$ cat src/rtl/beat_window_counter.sv
// beat_window_counter: counts beat rising edges over a window of WINDOW_S
// seconds, driven by a 1 Hz sec_tick strobe. At window close it publishes
// bpm = min(beats * (60 / WINDOW_S), 2^BPM_W-1). It runs one-shot or
// periodic (rolling re-arm).
//
// state    | meaning
// ---------+---------------------------------------------------------
// ST_IDLE  | disabled; elapsed/beat count held at zero, bpm retained
// ST_COUNT | window open; counting beats and seconds (busy)
// ST_DONE  | one-shot window closed; counters frozen until en_cont drops
//
// WINDOW_S must be in 1..60 and divide 60 exactly, and 2^SEC_W > WINDOW_S.
module beat_window_counter #(
  parameter int WINDOW_S = 60,
  parameter int SEC_W    = 6,
  parameter int BEAT_W   = 8,
  parameter int BPM_W    = 10
) (
  input  logic              clk_i,
  input  logic              rst_i,
  input  logic              en_cont_i,
  input  logic              sec_tick_i,
  input  logic              beat_i,
  input  logic              mode_cont_i,
  output logic [SEC_W-1:0]  elapsed_o,
  output logic [BEAT_W-1:0] beat_cnt_o,
  output logic [BPM_W-1:0]  bpm_o,
  output logic              bpm_valid_o,
  output logic              bpm_sat_o,
  output logic              done_o,
  output logic              busy_o
);

  localparam int MULT = 60 / WINDOW_S;
  // Product width: wide enough for beat count times a 6-bit scale factor,
  // and always wider than the bpm output so the clip compare is exact.
  localparam int PW = ((BEAT_W + 7) > (BPM_W + 1)) ? (BEAT_W + 7) : (BPM_W + 1);
  localparam logic [PW-1:0]    BPM_MAX  = {{(PW-BPM_W){1'b0}}, {BPM_W{1'b1}}};
  localparam logic [SEC_W-1:0] LAST_SEC = SEC_W'(WINDOW_S - 1);

  typedef enum logic [1:0] {
    ST_IDLE  = 2'd0,
    ST_COUNT = 2'd1,
    ST_DONE  = 2'd2
  } state_t;

  state_t            state_q, state_d;
  logic [SEC_W-1:0]  elapsed_q, elapsed_d;
  logic [BEAT_W-1:0] beat_cnt_q, beat_cnt_d;
  logic [BPM_W-1:0]  bpm_q, bpm_d;
  logic              bpm_valid_q, bpm_valid_d;
  logic              bpm_sat_q, bpm_sat_d;
  logic              sat_q, sat_d;
  logic              beat_q;

  logic              beat_rise;
  logic              cnt_max;
  logic [BEAT_W-1:0] cnt_inc;
  logic              sat_inc;
  logic [PW-1:0]     prod;
  logic              clip;

  assign beat_rise = beat_i & ~beat_q;
  assign cnt_max   = &beat_cnt_q;
  assign cnt_inc   = (beat_rise && !cnt_max) ? beat_cnt_q + BEAT_W'(1) : beat_cnt_q;
  assign sat_inc   = sat_q | (beat_rise & cnt_max);
  assign prod      = {{(PW-BEAT_W){1'b0}}, cnt_inc} * PW'(MULT);
  assign clip      = prod > BPM_MAX;

  // State and datapath registers; reset wins over every other input.
  always_ff @(posedge clk_i) begin
    if (rst_i) begin
      state_q     <= ST_IDLE;
      elapsed_q   <= '0;
      beat_cnt_q  <= '0;
      bpm_q       <= '0;
      bpm_valid_q <= 1'b0;
      bpm_sat_q   <= 1'b0;
      sat_q       <= 1'b0;
      beat_q      <= 1'b0;
    end else begin
      state_q     <= state_d;
      elapsed_q   <= elapsed_d;
      beat_cnt_q  <= beat_cnt_d;
      bpm_q       <= bpm_d;
      bpm_valid_q <= bpm_valid_d;
      bpm_sat_q   <= bpm_sat_d;
      sat_q       <= sat_d;
      beat_q      <= beat_i;
    end
  end

  // Next-state and datapath update; en_cont low always returns to idle.
  always_comb begin
    state_d     = state_q;
    elapsed_d   = elapsed_q;
    beat_cnt_d  = beat_cnt_q;
    bpm_d       = bpm_q;
    bpm_valid_d = 1'b0;
    bpm_sat_d   = bpm_sat_q;
    sat_d       = sat_q;

    unique case (state_q)
      ST_IDLE: begin
        elapsed_d  = '0;
        beat_cnt_d = '0;
        sat_d      = 1'b0;
        if (en_cont_i) state_d = ST_COUNT;
      end

      ST_COUNT: begin
        if (!en_cont_i) begin
          state_d    = ST_IDLE;
          elapsed_d  = '0;
          beat_cnt_d = '0;
          sat_d      = 1'b0;
        end else if (sec_tick_i && (elapsed_q == LAST_SEC)) begin
          // A beat edge on the closing tick belongs to this window.
          bpm_d       = clip ? BPM_MAX[BPM_W-1:0] : prod[BPM_W-1:0];
          bpm_sat_d   = sat_inc | clip;
          bpm_valid_d = 1'b1;
          if (mode_cont_i) begin
            elapsed_d  = '0;
            beat_cnt_d = '0;
            sat_d      = 1'b0;
          end else begin
            state_d    = ST_DONE;
            beat_cnt_d = cnt_inc;
            sat_d      = sat_inc;
          end
        end else begin
          beat_cnt_d = cnt_inc;
          sat_d      = sat_inc;
          if (sec_tick_i) elapsed_d = elapsed_q + SEC_W'(1);
        end
      end

      ST_DONE: begin
        if (!en_cont_i) begin
          state_d    = ST_IDLE;
          elapsed_d  = '0;
          beat_cnt_d = '0;
          sat_d      = 1'b0;
        end
      end

      default: begin
        state_d = ST_IDLE;
      end
    endcase
  end

  assign elapsed_o   = elapsed_q;
  assign beat_cnt_o  = beat_cnt_q;
  assign bpm_o       = bpm_q;
  assign bpm_valid_o = bpm_valid_q;
  assign bpm_sat_o   = bpm_sat_q;
  assign done_o      = (state_q == ST_DONE);
  assign busy_o      = (state_q == ST_COUNT);

endmodule

$ cat config.mk
export PLATFORM = sky130hd
export DESIGN_NAME = beat_window_counter
export DESIGN_NICKNAME = d
export VERILOG_FILES = /design/src/rtl/beat_window_counter.sv
export SDC_FILE = /design/constraint.sdc
export NUM_CORES = 1
export LEC_CHECK = 0
export CAP_MARGIN = 20
export CORE_MARGIN = 1
export CORE_UTILIZATION = 47
export CTS_CLUSTER_SIZE = 12
export DETAILED_ROUTE_END_ITERATION = 6
export GPL_ROUTABILITY_DRIVEN = 0
export PLACE_DENSITY = 0.76
export SYNTH_ARGS = -nofsm -noshare
export SYNTH_HDL_FRONTEND = slang
export SYNTH_SLANG_ARGS = --single-unit
$ cat constraint.sdc
create_clock -name clk_i -period 4.2 [get_ports clk_i]
set_clock_uncertainty 0.2 [all_clocks]
set_input_delay 1.26 -clock clk_i [delete_from_list [all_inputs] [get_ports clk_i]]
set_output_delay 1.26 -clock clk_i [all_outputs]
set_load 0.02 [all_outputs]
Word-level counts from Yosys, hierarchy flattened
Index checks and enable logic that the tools add are counted.
{"block": "word_totals", "n_memories": 0, "rom_bits": 0, "regBits": 30, "ramBits": 0, "input_bits": 6, "out_inout_bits": 28, "word_cells": 63, "latchBits": 0}
{"block": "classes", "n_mux": 25, "eq_ne": 9, "bitwise": 7, "reduce_logical": 11, "magnitude_cmp": 1, "add_sub_neg": 2, "div_mod_pow": 0, "mul": 0, "n_shift": 0}
{"op": "$mux W8", "count": 5}
{"op": "$mux W6", "count": 5}
{"op": "$pmux W8 S3", "count": 1}
{"op": "$pmux W6 S3", "count": 1}
{"op": "$gt A8 B10 Y1 const B", "count": 1}
{"op": "$mux W10", "count": 1}
{"op": "$mux W2", "count": 5}
{"op": "$add A8 B1 Y8 const B", "count": 1}
{"op": "$reduce_and A4 Y1", "count": 2}
{"op": "$reduce_and A8 Y1", "count": 1}
{"op": "$add A6 B1 Y6 const B", "count": 1}
{"op": "$eq A6 B6 Y1 const B", "count": 1}
{"op": "$pmux W2 S3", "count": 1}
{"op": "$mux W1", "count": 5}
{"op": "$ne A2 B2 Y1 const B", "count": 2}
{"op": "$ne A4 B3 Y1 const B", "count": 1}
{"op": "$ne A4 B4 Y1 const B", "count": 1}
{"op": "$ne A3 B2 Y1 const B", "count": 1}
{"op": "$ne A3 B3 Y1 const B", "count": 1}
{"op": "$not A1 Y1", "count": 3}
{"op": "$pmux W1 S3", "count": 1}
{"op": "$reduce_and A3 Y1", "count": 1}
{"op": "$reduce_bool A3 Y1", "count": 1}
{"op": "$reduce_or A3 Y1", "count": 1}
{"op": "other kinds (8)", "count": 11}

Longest topological paths before layout
Gate-level depths: netlist of run 1.
{"block": "logic_depth", "word_depth": 8, "mapped_depth": 6}

Least setup slack after synthesis of run 1
OpenSTA, ideal clock, no wires.
{"block": "synth_timing", "path_kind": "input port to flip-flop", "startpoint": "in beat_i", "endpoint": "reg beat_cnt_q[6], in the netlist beat_cnt_o[6]", "setup_ps": 128, "arrival_time_ps": 2310, "slack_ps": 1562, "cell_stages": 4, "t_required_ps": 3872, "path_cell_list": "nand4b_1 -> or4b_2 -> a32oi_1 -> nor2_1"}
{"block": "synth_between", "elab_chain_len": 7}
{"item": "from (decl)", "line": "23", "text": "input logic beat_i,"}
{"item": "$and A1 B1 Y1 *", "line": "63", "text": "assign beat_rise = beat_i & ~beat_q;"}
{"item": "$logic_and A1 B1 Y1 *", "line": "65", "text": "assign cnt_inc = (beat_rise && !cnt_max) ? beat_cnt_q + BEAT_W'(1) : beat_cnt_q;"}
{"item": "$mux W8 *", "line": "65"}
{"item": "$mux W8", "line": "122", "text": "if (mode_cont_i) begin"}
{"item": "$mux W8 *", "line": "117", "text": "end else if (sec_tick_i && (elapsed_q == LAST_SEC)) begin"}
{"item": "$mux W8 *", "line": "112", "text": "if (!en_cont_i) begin"}
{"item": "$pmux W8 S3 *", "line": "103", "text": "unique case (state_q)"}
{"item": "to (signal assigned)", "line": "84", "text": "beat_cnt_q <= beat_cnt_d;"}
{"item": "to (decl)", "line": "49", "text": "logic [BEAT_W-1:0] beat_cnt_q, beat_cnt_d;"}
Every way passes the cells marked *; elsewhere a longest branch is shown, timed or not.
A chain may end at the register's enable or synchronous reset.

Worst setup path in the final report of run 1
{"block": "layout_timing", "startpoint": "reg state_q[0]", "endpoint": "out busy_o"}
{"block": "layout_between", "elab_chain_len": 1}
{"item": "from (decl)", "line": "47", "text": "state_t state_q, state_d;"}
{"item": "from (signal assigned)", "line": "82", "text": "state_q <= state_d;"}
{"item": "$eq A2 B1 Y1", "line": "159", "text": "assign busy_o = (state_q == ST_COUNT);"}
{"item": "to (decl)", "line": "31", "text": "output logic busy_o"}
No other way between the ends.

==> flow_summary.json, run 1 <==
{
  "maxSlewViolCount": 0,
  "drc_errors": 3,
  "grt_max_degree": 16,
  "grt_pass1_wl_um": 5520,
  "cts_max_level": 1,
  "rsz0062_at_grt": "false",
  "wl_met3_um": 165,
  "layout.nets": 205,
  "seq_area_frac_synth_pct": 38.52,
  "drive_above_1_share_pct": 9.694,
  "area_growth_pct": 24.68,
  "drt_iter0_markers": 48,
  "syn_area_um2": 1455,
  "synth_top_family_by_area": "compound AO/OA/AOI/OAI gates",
  "vias": 1392,
  "cp.arrival_ps": 1620,
  "routed_wl_um": 3309,
  "finalCriticalPeriod_ps": 3080,
  "p_per_area_nw_per_um2": 236.5,
  "first_pass_iters": 6,
  "crit_path_start_kind": "flip-flop",
  "ctsResizeCount": 0,
  "critPathKind": "reg -> out",
  "dieArea_um2": 3322,
  "cap_violations": 0,
  "slew_headroom_pct": 57.80,
  "dpl.hpwl_um": 2469,
  "core_area_um2": 2853,
  "clock-sinks": 28,
  "async_flop_share_pct": 0,
  "antenna_found_initial": 0,
  "setup_violations": 0,
  "cp_max_fo": 6,
  "setup_tns_ps": 0,
  "violations": "design-rule violations",
  "worst_slew_pin_slew_ps": 623.2,
  "clkTransAtPathRegs_ps": 150,
  "synthCells": 166,
  "fp-row-count": 19,
  "cts_buffers": 3,
  "io-pin-count": 34,
  "grt_overflow_total": 0,
  "port_buffers": 31,
  "yosys_warnings": 0,
  "synthFlopType": "dfxtp_1",
  "start_util_pct": 51.01,
  "max-clock-path-buffers": 2,
  "grt_use_total_pct": 21.24,
  "synth_cell_types": 55,
  "tritoncts": "done",
  "root_buffer": "clkbuf_4",
  "wire_per_inst_um": 14.58,
  "die_w_um": 57.64,
  "synth_xor_area_share_pct": 0.6019,
  "wl_met1_um": 1573,
  "synth_compound_area_share_pct": 28.20,
  "drtAntennaViolNets": 0,
  "fmaxAchievable_mhz": 324.7,
  "yosys_register_bits": 28,
  "cts_setup_buffers": 0,
  "cts_hold_repair.buffers": 0,
  "grt_pass1_vias": 1239,
  "synth_area_per_cell_um2": 8.766,
  "muxShareOfSynthArea_pct": 0.6879,
  "fill_cells": 255,
  "peakVddDrop_mv": 0.2471,
  "dr_wl_met2_um": 1536,
  "hp-class": "reg -> reg",
  "final_cell_area_um2": 1814,
  "yosys.area_share.simple_pct": 25.11,
  "status": "finished, violations left",
  "yosys.area_share.adder_pct": 1.720,
  "n_antenna_cell": 0,
  "routed_via_density": 6.132,
  "finalCritPeriodShare_pct": 73.33,
  "top_layer": "met4",
  "placed_area_um2": 1778,
  "synth_edf_count": 0,
  "endpoint_kind": "output pin",
  "die_y_um": 57.64,
  "hold_viol_final": 0,
  "clkLatencyLatePin_ps": 330,
  "leakage_nw": 0.6054,
  "cp.required_ps": 2740
}
registers in the layout (all words and copies together), names as in the netlist:
| register | flops |
|---|---|
| elapsed_o | 6 |
| beat_q | 1 |
| sat_q | 1 |
| bpm_valid_o | 1 |
| state_q | 2 |
| bpm_o | 8 |
| bpm_sat_o | 1 |
| beat_cnt_o | 8 |
cells in the final DEF (no fill, tap or decap), drive strengths merged, types with 3 or more instances in the layout:
cell           instances
clkdlybuf4s50         31
or3                    3
a21oi                  9
a211oi                 5
dfxtp                 28
nand3                  8
a311oi                 3
nor2                   9
and3                   4
nor2b                  4
nor3                   7
clkbuf                 4
a31oi                  4
o21a                   3
nand2                 13
a31o                   3
o31ai                  3
inv                    7
o21ai                  6
worst max-delay path, stage by stage, from the launching register on:
cell and delay (ps):
dfxtp_1 470, nor2b_1 200, clkdlybuf4s50_1 620
layer usage:
metal  up-vias  track usage (%)
met4         0            4.181
met5         -                0
met2        42            35.71
met1       660            27.79
li1        686                -
met3         4            5.357
area by class of cell:
class,count,area (µm²),share of cell area (%)
timing repair buffer,33,325.3,17.93
tap,31,38.79,2.138
inverter,7,26.28,1.448
clock buffer,4,36.28,2.000
sequential,28,560.5,30.90
multi-input combinational,124,827.0,45.59
synth_stat cells, types with 3 or more instances:
master	count	area, µm²
a211oi_1	4	30.03
a21oi_1	9	45.04
a311oi_1	3	26.28
a31o_2	3	26.28
a31oi_1	3	18.77
and3_1	4	25.02
clkbuf_1	4	15.01
dfxtp_1	28	560.5
inv_1	7	26.28
nand2_1	13	48.80
nand3_1	8	40.04
nor2_1	9	33.78
nor2b_1	4	25.02
nor3_1	7	35.03
o21a_1	3	22.52
o21ai_0	5	25.02
o31ai_1	3	22.52
or3_1	3	18.77
stage by stage:
stage	hold slack (ps)	power, mW	setup slack (ps)	std cells	util [%]
global placement	248.4	0.3023	986.1	223	62.32
floorplan	249.9	0.2924	1562	167	-
finish	279.5	0.4291	1120	227	63.60
CTS	278.2	0.4326	1105	227	63.60
global route	302.3	0.4459	991.7	227	63.60
detailed placement	248.4	0.3032	909.6	223	62.32
path summary, 6_finish.rpt:
check / from / to / slack (ps) / cells past startpoint
min reg2reg: bpm_o[7] / bpm_o[7] / 280 / 2
min: bpm_o[7] / bpm_o[7] / 280 / 2
max reg2reg: beat_cnt_o[0] / beat_cnt_o[6] / 1950 / 5
max: state_q[0] / busy_o / 1120 / 2
logic make-up after synthesis:
| logic type | count (synthesis) |
|---|---|
| muxes | 1 |
| other | 1 |
| DFF | 28 |
| xor gates and xnor gates | 1 |
| adders and majority gates | 2 |
| and+or+nand+nor | 64 |
| buffers and inverters | 15 |
| AOI/OAI and AO/OA | 54 |
power breakdown:
part	switching [mW]	internal, mW	total, mW	leakage [nW]
clock	0.0785	0.0531	0.132	0.0210
sequential	0.00160	0.267	0.269	0.226
combinational	0.0178	0.0111	0.0289	0.358
total	0.0979	0.331	0.429	0.605
Power figures use the tool's default switching activity.
==> run 2, diff against run 1 <==
Settings changed: CORE_UTILIZATION 47 to 44, PLACE_DENSITY 0.76 to 0.75.
Clock period 4.2 ns to 2.5 ns, I/O delays scaled along.
==> run 2 against run 1 <==
  * The run now ends clean
  * Combinational power increased by 120%
  * Critical path depth shrank 1
  * Utilization fell by 0.41 points
  * Largest power group unchanged
  * Highest routed layer unchanged
==> flow_summary.json, run 2 (synthesis gave the netlist of run 1 again) <==
{
  "layout.nets": 220,
  "clkTransAtPathRegs_ps": 150,
  "hp-class": "reg -> reg",
  "clkLatencyLatePin_ps": 330,
  "endpoint_kind": "output pin",
  "leakage_nw": 0.6911,
  "wire_per_inst_um": 13.77,
  "status": "complete, no violations",
  "fmaxAchievable_mhz": 408.7,
  "p_clk_share_pct": 30.4,
  "first_pass_iters": 4,
  "p_seq_share_pct": 61.1,
  "fp-row-count": 20,
  "cp.arrival_ps": 1500,
  "grt_use_total_pct": 21.53,
  "dpl.hpwl_um": 2633,
  "rsz0062_at_grt": "false",
  "dp_worst_setup_slack_ps": -133.3,
  "grt_max_degree": 16,
  "grt_pass1_vias": 1374,
  "hold_viol_final": 0,
  "slew_headroom_pct": 66.35,
  "grt_pass1_wl_um": 5961,
  "dieArea_um2": 3541,
  "start_util_pct": 46.90,
  "drtAntennaViolNets": 0,
  "final_cell_area_um2": 1961,
  "cp_top_family": "buffers and inverters",
  "vias": 1442,
  "drive_above_1_share_pct": 18.96,
  "drc_errors": 0,
  "cp.required_ps": 1550,
  "p_per_area_nw_per_um2": 376.6,
  "grt_use_met3_pct": 3.275,
  "cp_max_fo": 9,
  "utilization_pct": 63.19,
  "fin_ws_ps": 53.36,
  "max-clock-path-buffers": 2,
  "cap_violations": 0,
  "die_w_um": 59.51,
  "grt_overflow_total": 0,
  "grt_busiest_layer": "met2",
  "area_growth_pct": 34.74,
  "peakVddDrop_mv": 0.2380,
  "root_buffer": "clkbuf_4",
  "placed_area_um2": 1919,
  "worstPathBufferInverterCount": 1,
  "port_buffers": 31,
  "antenna_found_initial": 0,
  "finalCriticalPeriod_ps": 2447,
  "io-pin-count": 34,
  "layout_common_cells": "clkdlybuf4s50_1 (29), dfxtp_1 (22), buf_4 (16)",
  "clock-sinks": 28,
  "routed_via_density": 5.655,
  "critical-path-slowest-cell": "clkdlybuf4s50_1",
  "tritoncts": "done",
  "rrSetupSlack_ps": 450,
  "critPathKind": "reg -> out",
  "drt_iter0_markers": 51,
  "cts_max_level": 1,
  "die_y_um": 59.51,
  "final_common_cell": "clkdlybuf4s50_1",
  "p_sw_share_pct": 23.12,
  "worst_slew_pin_slew_ps": 499.5,
  "cts_buffers": 3,
  "grt_use_met1_pct": 27.99,
  "finalCritPeriodShare_pct": 97.87,
  "setup_violations": 0,
  "internal-power_mw": 0.5676,
  "crit_chain": "clkdlybuf4s50_1",
  "switchingPower_mw": 0.1707,
  "maxSlewViolCount": 0,
  "grtUsageMet2_pct": 36.12,
  "comb_power_share_pct": 8.5,
  "max_stage_delay_ps": 660,
  "core_area_um2": 3103,
  "crit_path_start_kind": "flip-flop",
  "n_antenna_cell": 0,
  "routed_wl_um": 3511
}
run 2: cell type report:
class                   instances  area [µm²]
fillers                       286        1142
multi-input cells             124       827.0
flip-flops and latches         28       568.0
repair buffers                 48       447.9
well taps                      44       55.05
clock buffers                   4       36.28
inverters                       7       26.28
run 2: per-stage QoR:
stage,setup TNS (ps),instances,hold WS [ps],power (mW)
2_1_floorplan,0,167,249.9,0.4913
3_3_place_gp,-348.4,251,254.0,0.5222
4_1_cts,0,255,274.9,0.7449
6_report,0,255,268.9,0.7383
3_5_place_dp,-1064,251,251.5,0.5237
5_1_grt,0,255,305.6,0.7671
run 2: worst register-to-register path, stage by stage (launching register included):
cell      delay (ps)
dfxtp_1          460
ha_1             270
nand4b_1         130
or4b_2           640
a32oi_1          210
nor2_1            50
run 2: final timing paths:
path / start / to / cells after the start
worst max-delay path: elapsed_o[2] / elapsed_o[2] / 1
worst min-delay path: bpm_o[7] / bpm_o[7] / 2
worst max register to register: beat_cnt_o[0] / beat_cnt_o[6] / 5
worst min register to register: bpm_o[7] / bpm_o[7] / 2
run 2: routing by layer:
layer	vias up	share of wire, %	wire (µm)
met5	-	0	0
met4	0	1.4	48
met3	6	4.4	153
met2	39	47	1648
met1	675	47	1660
li1	722	-	-
run 2: repair_timing:
action                     4_1_cts  5_1_grt
resized for setup                3        5
hold buffers                     0        0
gates cloned                     0        0
pin swaps                        0        0
setup buffers                    0        0
setup endpoints to repair        2        5
run 2: power by group through the flow:
stage	clock, mW	combinational [mW]	sequential (mW)
floorplan	0	0.0301	0.461
global placement	0	0.0614	0.461
detailed placement	0	0.0627	0.461
CTS	0.231	0.0623	0.452
global route	0.247	0.0675	0.452
finish	0.224	0.0625	0.451
==> run 3, diff against run 2 <==
Settings changed: PLACE_DENSITY 0.75 to 0.77.
==> run 3 against run 2 <==
  * Utilization shrank 0.89 points
  * Critical path depth stayed put
  * Sequential power is essentially flat
  * Count of clock-buffer cells in the layout shrank 1
  * Routed wire length fell by 3.9%
  * Combinational power is 5.9% lower
  * Critical endpoint unchanged
  * Largest power group unchanged
  * Highest routed layer unchanged
==> flow_summary.json, run 3 (synthesis gave the netlist of run 1 again) <==
{
  "status": "complete, no violations",
  "final_cell_area_um2": 1933,
  "dp.cells": 251,
  "layout_common_cells": "clkdlybuf4s50_1 (28), dfxtp_1 (25), buf_4 (17)",
  "fin_cells": 254,
  "reg2reg_depth": 5,
  "clkLatencyLatePin_ps": 320,
  "finalCritPeriodShare_pct": 97.16,
  "reg2reg_from": "beat_cnt_o[0]",
  "endpoint_kind": "output pin",
  "p_total_mw": 0.6904,
  "fmaxAchievable_mhz": 411.7,
  "crit_chain": "clkdlybuf4s50_1",
  "area_growth_pct": 32.85,
  "critPathKind": "reg -> out",
  "wire_per_inst_um": 13.28,
  "drc_errors": 0,
  "p_per_area_nw_per_um2": 357.1,
  "final_common_cell": "clkdlybuf4s50_1",
  "max_stage_delay_ps": 660,
  "grt_overflow_total": 0,
  "io-pin-count": 34,
  "grt_pass1_vias": 1316,
  "clkTransAtPathRegs_ps": 140,
  "worst_slew_pin_slew_ps": 547.3,
  "max-clock-path-buffers": 2,
  "hp-class": "reg -> reg",
  "dieArea_um2": 3541,
  "cts_max_level": 1,
  "routed_via_density": 5.709,
  "placed_area_um2": 1907,
  "port_buffers": 31,
  "utilization_pct": 62.30,
  "start_util_pct": 46.90,
  "die_y_um": 59.51,
  "worstPathBufferInverterCount": 1,
  "grt_use_total_pct": 20.77,
  "grt_pass1_wl_um": 5678,
  "routed_wl_um": 3373,
  "fp-row-count": 20,
  "first_pass_iters": 4,
  "hold_viol_final": 0,
  "crit_path_start_kind": "flip-flop",
  "r2r-end": "beat_cnt_o[1]",
  "cp_top_family": "buffers and inverters",
  "dpl.hpwl_um": 2561,
  "core_area_um2": 3103,
  "root_buffer": "clkbuf_4",
  "drtAntennaViolNets": 0,
  "endpoint": "elapsed_o[2]",
  "clock-sinks": 28,
  "whs_path_depth": 2,
  "cap_violations": 0,
  "cts_hold_repair.buffers": 0,
  "cp.required_ps": 1550,
  "die_w_um": 59.51,
  "rsz0062_at_grt": "false",
  "crit_start": "elapsed_o[2]",
  "critical-path-slowest-cell": "clkdlybuf4s50_1",
  "vias": 1450,
  "rrSetupSlack_ps": 420,
  "maxSlewViolCount": 0,
  "finalCriticalPeriod_ps": 2429,
  "layout.nets": 220,
  "peakVddDrop_mv": 0.2238,
  "drt_iter0_markers": 63,
  "setup_violations": 0,
  "cts_buffers": 3,
  "slew_headroom_pct": 63.13,
  "whs_ps": 275.8,
  "cp.arrival_ps": 1480,
  "cp_max_fo": 9,
  "drive_above_1_share_pct": 17.14,
  "path_depth": 1,
  "tritoncts": "done",
  "n_antenna_cell": 0,
  "antenna_found_initial": 0,
  "leakage_nw": 0.6963,
  "grt_max_degree": 15
}
-- run 3: cell types whose count changed in the layout (fill, tap and decap cells not counted) --
cell             change
dfxtp_1              +3
buf_12               -1
dfxtp_2              -3
clkbuf_8             -1
dlymetal6s2s_1       +1
clkdlybuf4s50_1      -1
buf_4                +1
-- run 3: power by group --
group / internal, mW / leakage (nW) / switching [mW] / total, mW
combinational: 0.0269 / 0.455 / 0.0319 / 0.0588
sequential: 0.449 / 0.227 / 0.00275 / 0.451
clock: 0.0564 / 0.0138 / 0.124 / 0.180
total: 0.532 / 0.696 / 0.158 / 0.690
-- run 3: cell type report --
class | count | area, µm²
Clock buffer | 3 | 22.52
Timing Repair Buffer | 48 | 437.9
Fill cell | 293 | 1170
Multi-Input combinational cell | 124 | 827.0
Inverter | 7 | 26.28
Tap cell | 44 | 55.05
Sequential cell | 28 | 564.3
-- run 3: per-stage QoR --
stage               TNS (ps)  setup slack (ps)
floorplan                  0             356.0
global placement      -343.4            -71.24
detailed placement    -797.8            -109.1
CTS                        0             26.92
global route               0             4.666
finish                     0             71.01
-- run 3: per-layer routing --
metal	up-vias	part of all wire [%]	global-route usage (%)
met5	-	0	0
met1	676	46	27.20
li1	716	-	-
met4	0	2.2	9.967
met3	9	5.7	3.493
met2	49	46	33.07
-- run 3: worst min-delay path by stage --
| stage | start | endpoint |
|---|---|---|
| floorplan | sat_q | sat_q |
| detailed placement | bpm_o[7] | bpm_o[7] |
| global placement | bpm_o[6] | bpm_o[6] |
| global route | bpm_o[7] | bpm_o[7] |
| finish | bpm_o[6] | bpm_o[6] |
| CTS | bpm_o[7] | bpm_o[7] |
-- run 3: repair_timing --
item,in CTS,in global routing
endpoints found under the setup margin,2,3
buffers inserted,0,0
gates resized for setup,3,3
